===== src/rtl/io_write_port_buffer.sv =====
// Per-port write-side FIFOs for memory-mapped I/O output ports; EmptyFull reserves LOOKAHEAD slots.
// Optional same-cycle write-through bypass to an empty, acking port: define IO_WRITE_BYPASS_EN.
module io_write_port_buffer #(
  parameter int WORD_WIDTH      = 36,
  parameter int ADDR_WIDTH      = 10,
  parameter int PORT_COUNT      = 4,
  parameter int PORT_ADDR_WIDTH = 2,
  parameter int DEPTH           = 4,
  parameter int LOOKAHEAD       = 3
) (
  input  logic                             clock,
  input  logic                             reset_n,
  input  logic                             wren,
  input  logic [ADDR_WIDTH-1:0]            addr,
  input  logic [WORD_WIDTH-1:0]            wdata,
  output logic [PORT_COUNT-1:0]            EmptyFull,
  output logic [PORT_COUNT*WORD_WIDTH-1:0] port_data,
  output logic [PORT_COUNT-1:0]            port_valid,
  input  logic [PORT_COUNT-1:0]            port_ack,
  output logic [PORT_COUNT-1:0]            overflow
);

  localparam int PTR_W = (DEPTH > 1) ? $clog2(DEPTH) : 1;
  localparam int CNT_W = $clog2(DEPTH + 1);

  logic [PTR_W-1:0]      rd_ptr     [PORT_COUNT];
  logic [PTR_W-1:0]      wr_ptr     [PORT_COUNT];
  logic [CNT_W-1:0]      count      [PORT_COUNT];
  logic [CNT_W-1:0]      count_next [PORT_COUNT];
  logic [WORD_WIDTH-1:0] mem        [PORT_COUNT][DEPTH];

  logic [PORT_COUNT-1:0]      hit, push, pop, drop, bypass;
  logic [PORT_COUNT-1:0]      valid_q, full_q, ovf_q;
  logic [PORT_ADDR_WIDTH-1:0] idx;
  logic                       addr_unused;

  // Only the low address bits select a port; the rest are decoded upstream.
  assign addr_unused = ^addr[ADDR_WIDTH-1:PORT_ADDR_WIDTH];
  assign idx         = addr[PORT_ADDR_WIDTH-1:0];

  // NOTE: every signal gets a default at the top of the block so no path leaves it unassigned (no latch).
  always_comb begin
    hit    = '0;
    push   = '0;
    pop    = '0;
    drop   = '0;
    bypass = '0;
    for (int p = 0; p < PORT_COUNT; p++) begin
      count_next[p] = count[p];
      // Indices >= PORT_COUNT match no port, so such writes vanish silently.
      hit[p]  = wren && (int'(idx) == p);
      pop[p]  = port_ack[p] && valid_q[p];
      drop[p] = hit[p] && (int'(count[p]) == DEPTH) && !pop[p];
`ifdef IO_WRITE_BYPASS_EN
      bypass[p] = hit[p] && !valid_q[p] && port_ack[p];
`endif
      push[p] = hit[p] && !drop[p] && !bypass[p];
      if (push[p] && !pop[p]) begin
        count_next[p] = count[p] + CNT_W'(1);
      end else if (pop[p] && !push[p]) begin
        count_next[p] = count[p] - CNT_W'(1);
      end
    end
  end

  // NOTE: sequential state uses non-blocking assignments so every flop samples pre-edge values.
  always_ff @(posedge clock or negedge reset_n) begin
    if (!reset_n) begin
      for (int p = 0; p < PORT_COUNT; p++) begin
        rd_ptr[p] <= '0;
        wr_ptr[p] <= '0;
        count[p]  <= '0;
      end
      valid_q <= '0;
      full_q  <= '0;
      ovf_q   <= '0;
    end else begin
      for (int p = 0; p < PORT_COUNT; p++) begin
        if (push[p]) wr_ptr[p] <= wr_ptr[p] + PTR_W'(1);
        if (pop[p])  rd_ptr[p] <= rd_ptr[p] + PTR_W'(1);
        count[p]   <= count_next[p];
        valid_q[p] <= (count_next[p] != '0);
        // Hold back LOOKAHEAD slots for writes already past the predication check.
        full_q[p]  <= (DEPTH - int'(count_next[p])) < LOOKAHEAD;
        if (drop[p]) ovf_q[p] <= 1'b1;
      end
    end
  end

  // NOTE: the storage array is not reset; stale words are never visible because reads are gated by valid.
  always_ff @(posedge clock) begin
    for (int p = 0; p < PORT_COUNT; p++) begin
      if (push[p]) mem[p][wr_ptr[p]] <= wdata;
    end
  end

  always_comb begin
    port_data  = '0;
    port_valid = valid_q;
    for (int p = 0; p < PORT_COUNT; p++) begin
      if (valid_q[p]) port_data[p*WORD_WIDTH +: WORD_WIDTH] = mem[p][rd_ptr[p]];
`ifdef IO_WRITE_BYPASS_EN
      if (bypass[p]) begin
        port_valid[p]                         = 1'b1;
        port_data[p*WORD_WIDTH +: WORD_WIDTH] = wdata;
      end
`endif
    end
  end

  assign EmptyFull = full_q;
  assign overflow  = ovf_q;

endmodule

===== config.mk =====
export PLATFORM = sky130hd
export DESIGN_NAME = io_write_port_buffer
export DESIGN_NICKNAME = d
export VERILOG_FILES = /design/src/rtl/io_write_port_buffer.sv
export SDC_FILE = /design/constraint.sdc
export NUM_CORES = 1
export LEC_CHECK = 0
export CAP_MARGIN = 20
export CORE_UTILIZATION = 60
export CTS_CLUSTER_SIZE = 40
export DETAILED_ROUTE_END_ITERATION = 8
export PLACE_DENSITY_LB_ADDON = 0.05
export SKIP_CTS_REPAIR_TIMING = 1
export SLEW_MARGIN = 20
export SYNTH_ARGS = -nofsm -noshare
export SYNTH_HDL_FRONTEND = slang
export SYNTH_SLANG_ARGS = --single-unit

===== constraint.sdc =====
create_clock -name clock -period 6.6 [get_ports clock]
set_input_delay 0.99 -clock clock [delete_from_list [all_inputs] [get_ports clock]]
set_output_delay 0.99 -clock clock [all_outputs]
set_load 0.005 [all_outputs]

==> flow_summary.html <==
<table>
<tr><th>Metric</th><th>Value</th></tr>
<tr><th colspan="2">Power and ir drop</th></tr>
<tr><td>Total power density per cell area</td><td>416 mW/mm²</td></tr>
<tr><td>Worst VDD drop</td><td>between 0.4 and 0.5 mV</td></tr>
<tr><td>Lkg Pwr</td><td>9.33 nW</td></tr>
<tr><th colspan="2">Clocking</th></tr>
<tr><td>Clock sink count</td><td>between 600 and 700</td></tr>
<tr><td>Clock latency at the later pin of the worst-skew pair</td><td>~600 ps</td></tr>
<tr><td>Max H-tree Level</td><td>2</td></tr>
<tr><td>Number of buffers between clock root and the deepest sink</td><td>3</td></tr>
<tr><td>Clock transition at path regs</td><td>~60 ps</td></tr>
<tr><td>Total CTS buffers</td><td>57</td></tr>
<tr><td>Cell at the root of the clock tree</td><td>sky130_fd_sc_hd__clkbuf_16</td></tr>
<tr><td>CTS tree</td><td>yes</td></tr>
<tr><th colspan="2">Timing</th></tr>
<tr><td>Headroom to the max-slew limit</td><td>a little over a quarter</td></tr>
<tr><td>Setup total negative slack</td><td>0 ps</td></tr>
<tr><td>Count of final setup violators</td><td>0</td></tr>
<tr><td>Shortest clock period the worst path allows after layout</td><td>3920 ps</td></tr>
<tr><td>PnR worst setup slack</td><td>between 2000 and 3000 ps</td></tr>
<tr><td>Clock tree skew after final layout</td><td>between 9 and 10 ps</td></tr>
<tr><td>Part of the cycle the worst path needs</td><td>between 50% and 60%</td></tr>
<tr><td>Final count of hold timing violations</td><td>0</td></tr>
<tr><td>Max-slew violation total from the final report</td><td>0</td></tr>
<tr><td>Top achievable clock speed</td><td>approximately 260 MHz</td></tr>
<tr><td>RSZ-0062 raised after global routing</td><td>false</td></tr>
<tr><td>Slew @ Worst Pin</td><td>1110 ps</td></tr>
<tr><th colspan="2">Setup path</th></tr>
<tr><td>Worst R2R End</td><td>mem[1][94]</td></tr>
<tr><td>Register-to-Register Setup Slack</td><td>3350 ps</td></tr>
<tr><td>Critical Path Start Type</td><td>flip-flop</td></tr>
<tr><td>Category of the most critical setup path</td><td>flip-flop to output pin</td></tr>
<tr><td>Endpoint class of the critical path</td><td>output pin</td></tr>
<tr><td>Endpoint arrival time on the critical path</td><td>slightly below 3000 ps</td></tr>
<tr><td>Chain of cells forming the critical path</td><td>mux4_2, and2_1, clkdlybuf4s50_1</td></tr>
<tr><td>Critical path endpoint</td><td>port_data[1]</td></tr>
<tr><td>Required time reported for the critical path endpoint</td><td>approximately 5600 ps</td></tr>
<tr><td>CP max stage delay</td><td>1010 ps</td></tr>
<tr><td>Number of cells on the worst reg-to-reg path</td><td>3</td></tr>
<tr><td>Biggest fanout along the worst timing path</td><td>38</td></tr>
<tr><td>Launching instance or port of the critical path</td><td>rd_ptr[6]</td></tr>
<tr><td>Start of the worst register-to-register path</td><td>port_valid[1]</td></tr>
<tr><td>Worst-path cell with the longest stage delay</td><td>sky130_fd_sc_hd__dfrtp_4</td></tr>
<tr><th colspan="2">Floorplanning</th></tr>
<tr><td>Starting utilization of the core area</td><td>around three fifths</td></tr>
<tr><td>Num rows</td><td>between 70 and 80</td></tr>
<tr><td>Placeable core region</td><td>roughly 0.040 mm²</td></tr>
<tr><td>Horiz. Die Dim</td><td>between 200 and 250 µm</td></tr>
<tr><td>Die height</td><td>203 µm</td></tr>
<tr><td>Number of top-level pins</td><td>~210</td></tr>
<tr><td>Die footprint</td><td>0.0410 mm²</td></tr>
<tr><th colspan="2">Logic synthesis</th></tr>
<tr><td>Yosys warns</td><td>0</td></tr>
<tr><td>Number of standard cells after synthesis</td><td>1151</td></tr>
<tr><td>Seq/Total Area, Yosys</td><td>between 70% and 80%</td></tr>
<tr><td>Main synth FF type</td><td>sky130_fd_sc_hd__edfxtp_1</td></tr>
<tr><td>Flop and latch count out of synthesis</td><td>between 600 and 700</td></tr>
<tr><td>Syn_area_per_cell</td><td>21.0 µm²</td></tr>
<tr><td>Syn nets</td><td>approximately 1.2k</td></tr>
<tr><td>Post-synth EDFFs</td><td>~580</td></tr>
<tr><td>Netlist Area Pre-Place</td><td>around 0.024 mm²</td></tr>
<tr><td>Count of distinct cell types in the synthesized netlist</td><td>50</td></tr>
<tr><td>Async set-or-reset flop fraction in the synthesized netlist</td><td>6.49%</td></tr>
<tr><th colspan="2">Detailed routing</th></tr>
<tr><td>Pre-antenna DRT Iters</td><td>5</td></tr>
<tr><td>Detailed-route via count</td><td>between 10k and 15k</td></tr>
<tr><td>Ratio of routed vias to standard cells</td><td>between 5 and 6</td></tr>
<tr><td>Antenna violation net count after detailed routing</td><td>0</td></tr>
<tr><td>Drt drc</td><td>0</td></tr>
<tr><td>DR WL/cell</td><td>approximately 25 µm</td></tr>
<tr><td>Routed wire length</td><td>49200 µm</td></tr>
<tr><td>First-iteration detailed-routing DRC count</td><td>roughly 950</td></tr>
<tr><th colspan="2">Global routing</th></tr>
<tr><td>Number of global-route vias before repair</td><td>approximately 12k</td></tr>
<tr><td>Maximum number of pins on one net before global-route repair</td><td>44</td></tr>
<tr><td>Number of antenna violations at the first check in global routing</td><td>0</td></tr>
<tr><td>Overall overflow remaining after global route</td><td>0</td></tr>
<tr><td>First-pass GRT wire length</td><td>roughly 74000 µm</td></tr>
<tr><td>Total routing resource utilization after global routing</td><td>24.9%</td></tr>
<tr><th colspan="2">Cells and area</th></tr>
<tr><td>Layout area overhead</td><td>17.9%</td></tr>
<tr><td># fillers</td><td>2452</td></tr>
<tr><td>NumNets Final</td><td>approximately 1.5k</td></tr>
<tr><td>Most common cell after layout, fill and taps aside</td><td>sky130_fd_sc_hd__edfxtp_1</td></tr>
<tr><td>Diodes inserted</td><td>0</td></tr>
<tr><td>Ratio of cells with drive above 1 in the final layout</td><td>between 10% and 20%</td></tr>
<tr><td>Commonest cells after routing, fill and taps aside</td><td>sky130_fd_sc_hd__edfxtp_1 (576), sky130_fd_sc_hd__clkdlybuf4s50_1 (199), sky130_fd_sc_hd__and2_1 (148), sky130_fd_sc_hd__mux4_2 (144), sky130_fd_sc_hd__clkbuf_16 (59)</td></tr>
<tr><th colspan="2">Min path</th></tr>
<tr><td>Hold depth</td><td>1</td></tr>
<tr><td>Classification of the worst-slack hold path</td><td>flip-flop to flip-flop</td></tr>
<tr><th colspan="2">Place</th></tr>
<tr><td>Half-perimeter wire length of the detailed placement result</td><td>approximately 27000 µm</td></tr>
<tr><td>Routability congestion estimate</td><td>about 0.76</td></tr>
<tr><td>Number of buffers inserted by port buffering</td><td>200</td></tr>
<tr><td>DP Worst Slack</td><td>between 2000 and 3000 ps</td></tr>
<tr><th colspan="2">Job</th></tr>
<tr><td>Max_cap viols</td><td>0</td></tr>
<tr><th colspan="2">Run status</th></tr>
<tr><td>Status</td><td>finished, final reports clean</td></tr>
</table>
## cells in the mapped netlist (all sizes together) (12+ instances only)
| library cell | n | area share, % |
|---|---|---|
| edfxtp | 576 | 72 |
| and2 | 165 | 4.3 |
| mux4 | 144 | 13 |
| dfrtp | 40 | 4.1 |
| ha | 32 | 1.7 |
| buf | 29 | 0.57 |
| inv | 29 | 0.45 |
| clkbuf | 20 | 0.31 |
| xnor2 | 16 | 0.61 |
| nand2 | 12 | 0.19 |
## report_power, final
group	leakage, nW	internal [mW]	switching [mW]
Sequential	5.66	4.61	0.757
Combinational	2.84	2.23	1.18
Clock	0.841	1.68	1.38
Total	9.33	8.52	3.32
## area by class of cell
class | count | area, µm² | area share, %
Clock inverter | 35 | 200 | 0.704
Tap cell | 525 | 657 | 2.31
Sequential cell | 616 | 18300 | 64.4
Timing Repair Buffer | 209 | 2080 | 7.30
Clock buffer | 73 | 1540 | 5.41
Inverter | 29 | 109 | 0.383
Multi-Input combinational cell | 457 | 5540 | 19.5
## worst min path at each step
stage,to,startpoint
3_5_place_dp,overflow[1],overflow[1]
6_report,overflow[3],overflow[3]
3_3_place_gp,overflow[3],overflow[3]
4_1_cts,overflow[3],overflow[3]
5_1_grt,overflow[3],overflow[3]
2_1_floorplan,overflow[0],overflow[0]
## through the flow
step           utilization (%)  hold slack (ps)  area [µm²]  cells  power (mW)
3_3_place_gp              67.1              456       26700   1835        8.86
6_report                  71.6              472       28400   1944        11.8
2_1_floorplan                -              460       24100   1151        7.05
5_1_grt                   71.6              494       28400   1944        12.4
4_1_cts                   71.5              476       28400   1943        12.0
3_5_place_dp              67.1              460       26700   1835        8.92
## cells by family (layout without fill, tap and decap cells)
kind of cell / after synthesis / count (layout) / synth area share, %
adder cells (fa/ha/maj): 32 / 32 / 1.66
multiplexers: 152 / 152 / 13.8
buffers and inverters: 78 / 346 / 1.33
AO/OA/AOI/OAI: 49 / 49 / 1.57
AND/OR/NAND/NOR: 207 / 207 / 5.20
flip-flops: 616 / 616 / 75.8
XOR/XNOR: 17 / 17 / 0.648
## registers in the layout, indices dropped and copies added (netlist names)
signal	count
overflow	4
EmptyFull	4
mem	576
rd_ptr	8
wr_ptr	8
count	12
port_valid	4
## worst max-delay path: cells and delay by family, from the launching register on
family | cells | cell delay, ps
AND/OR/NAND/NOR | 1 | 240
flip-flops | 1 | 1010
multiplexers | 1 | 590
buffers and inverters | 1 | 470
## layer usage
| metal | wire length (µm) | part of all wire (%) | global-route usage, % | vias to the layer above |
|---|---|---|---|---|
| li1 | - | - | - | 5048 |
| met1 | 21300 | 43 | 36.7 | 6158 |
| met2 | 24300 | 49 | 40.1 | 357 |
| met3 | 2560 | 5.2 | 3.19 | 61 |
| met4 | 1070 | 2.2 | 7.36 | 0 |
| met5 | 0 | 0 | 0 | - |
No activity file was read; power rests on OpenSTA's default activity.
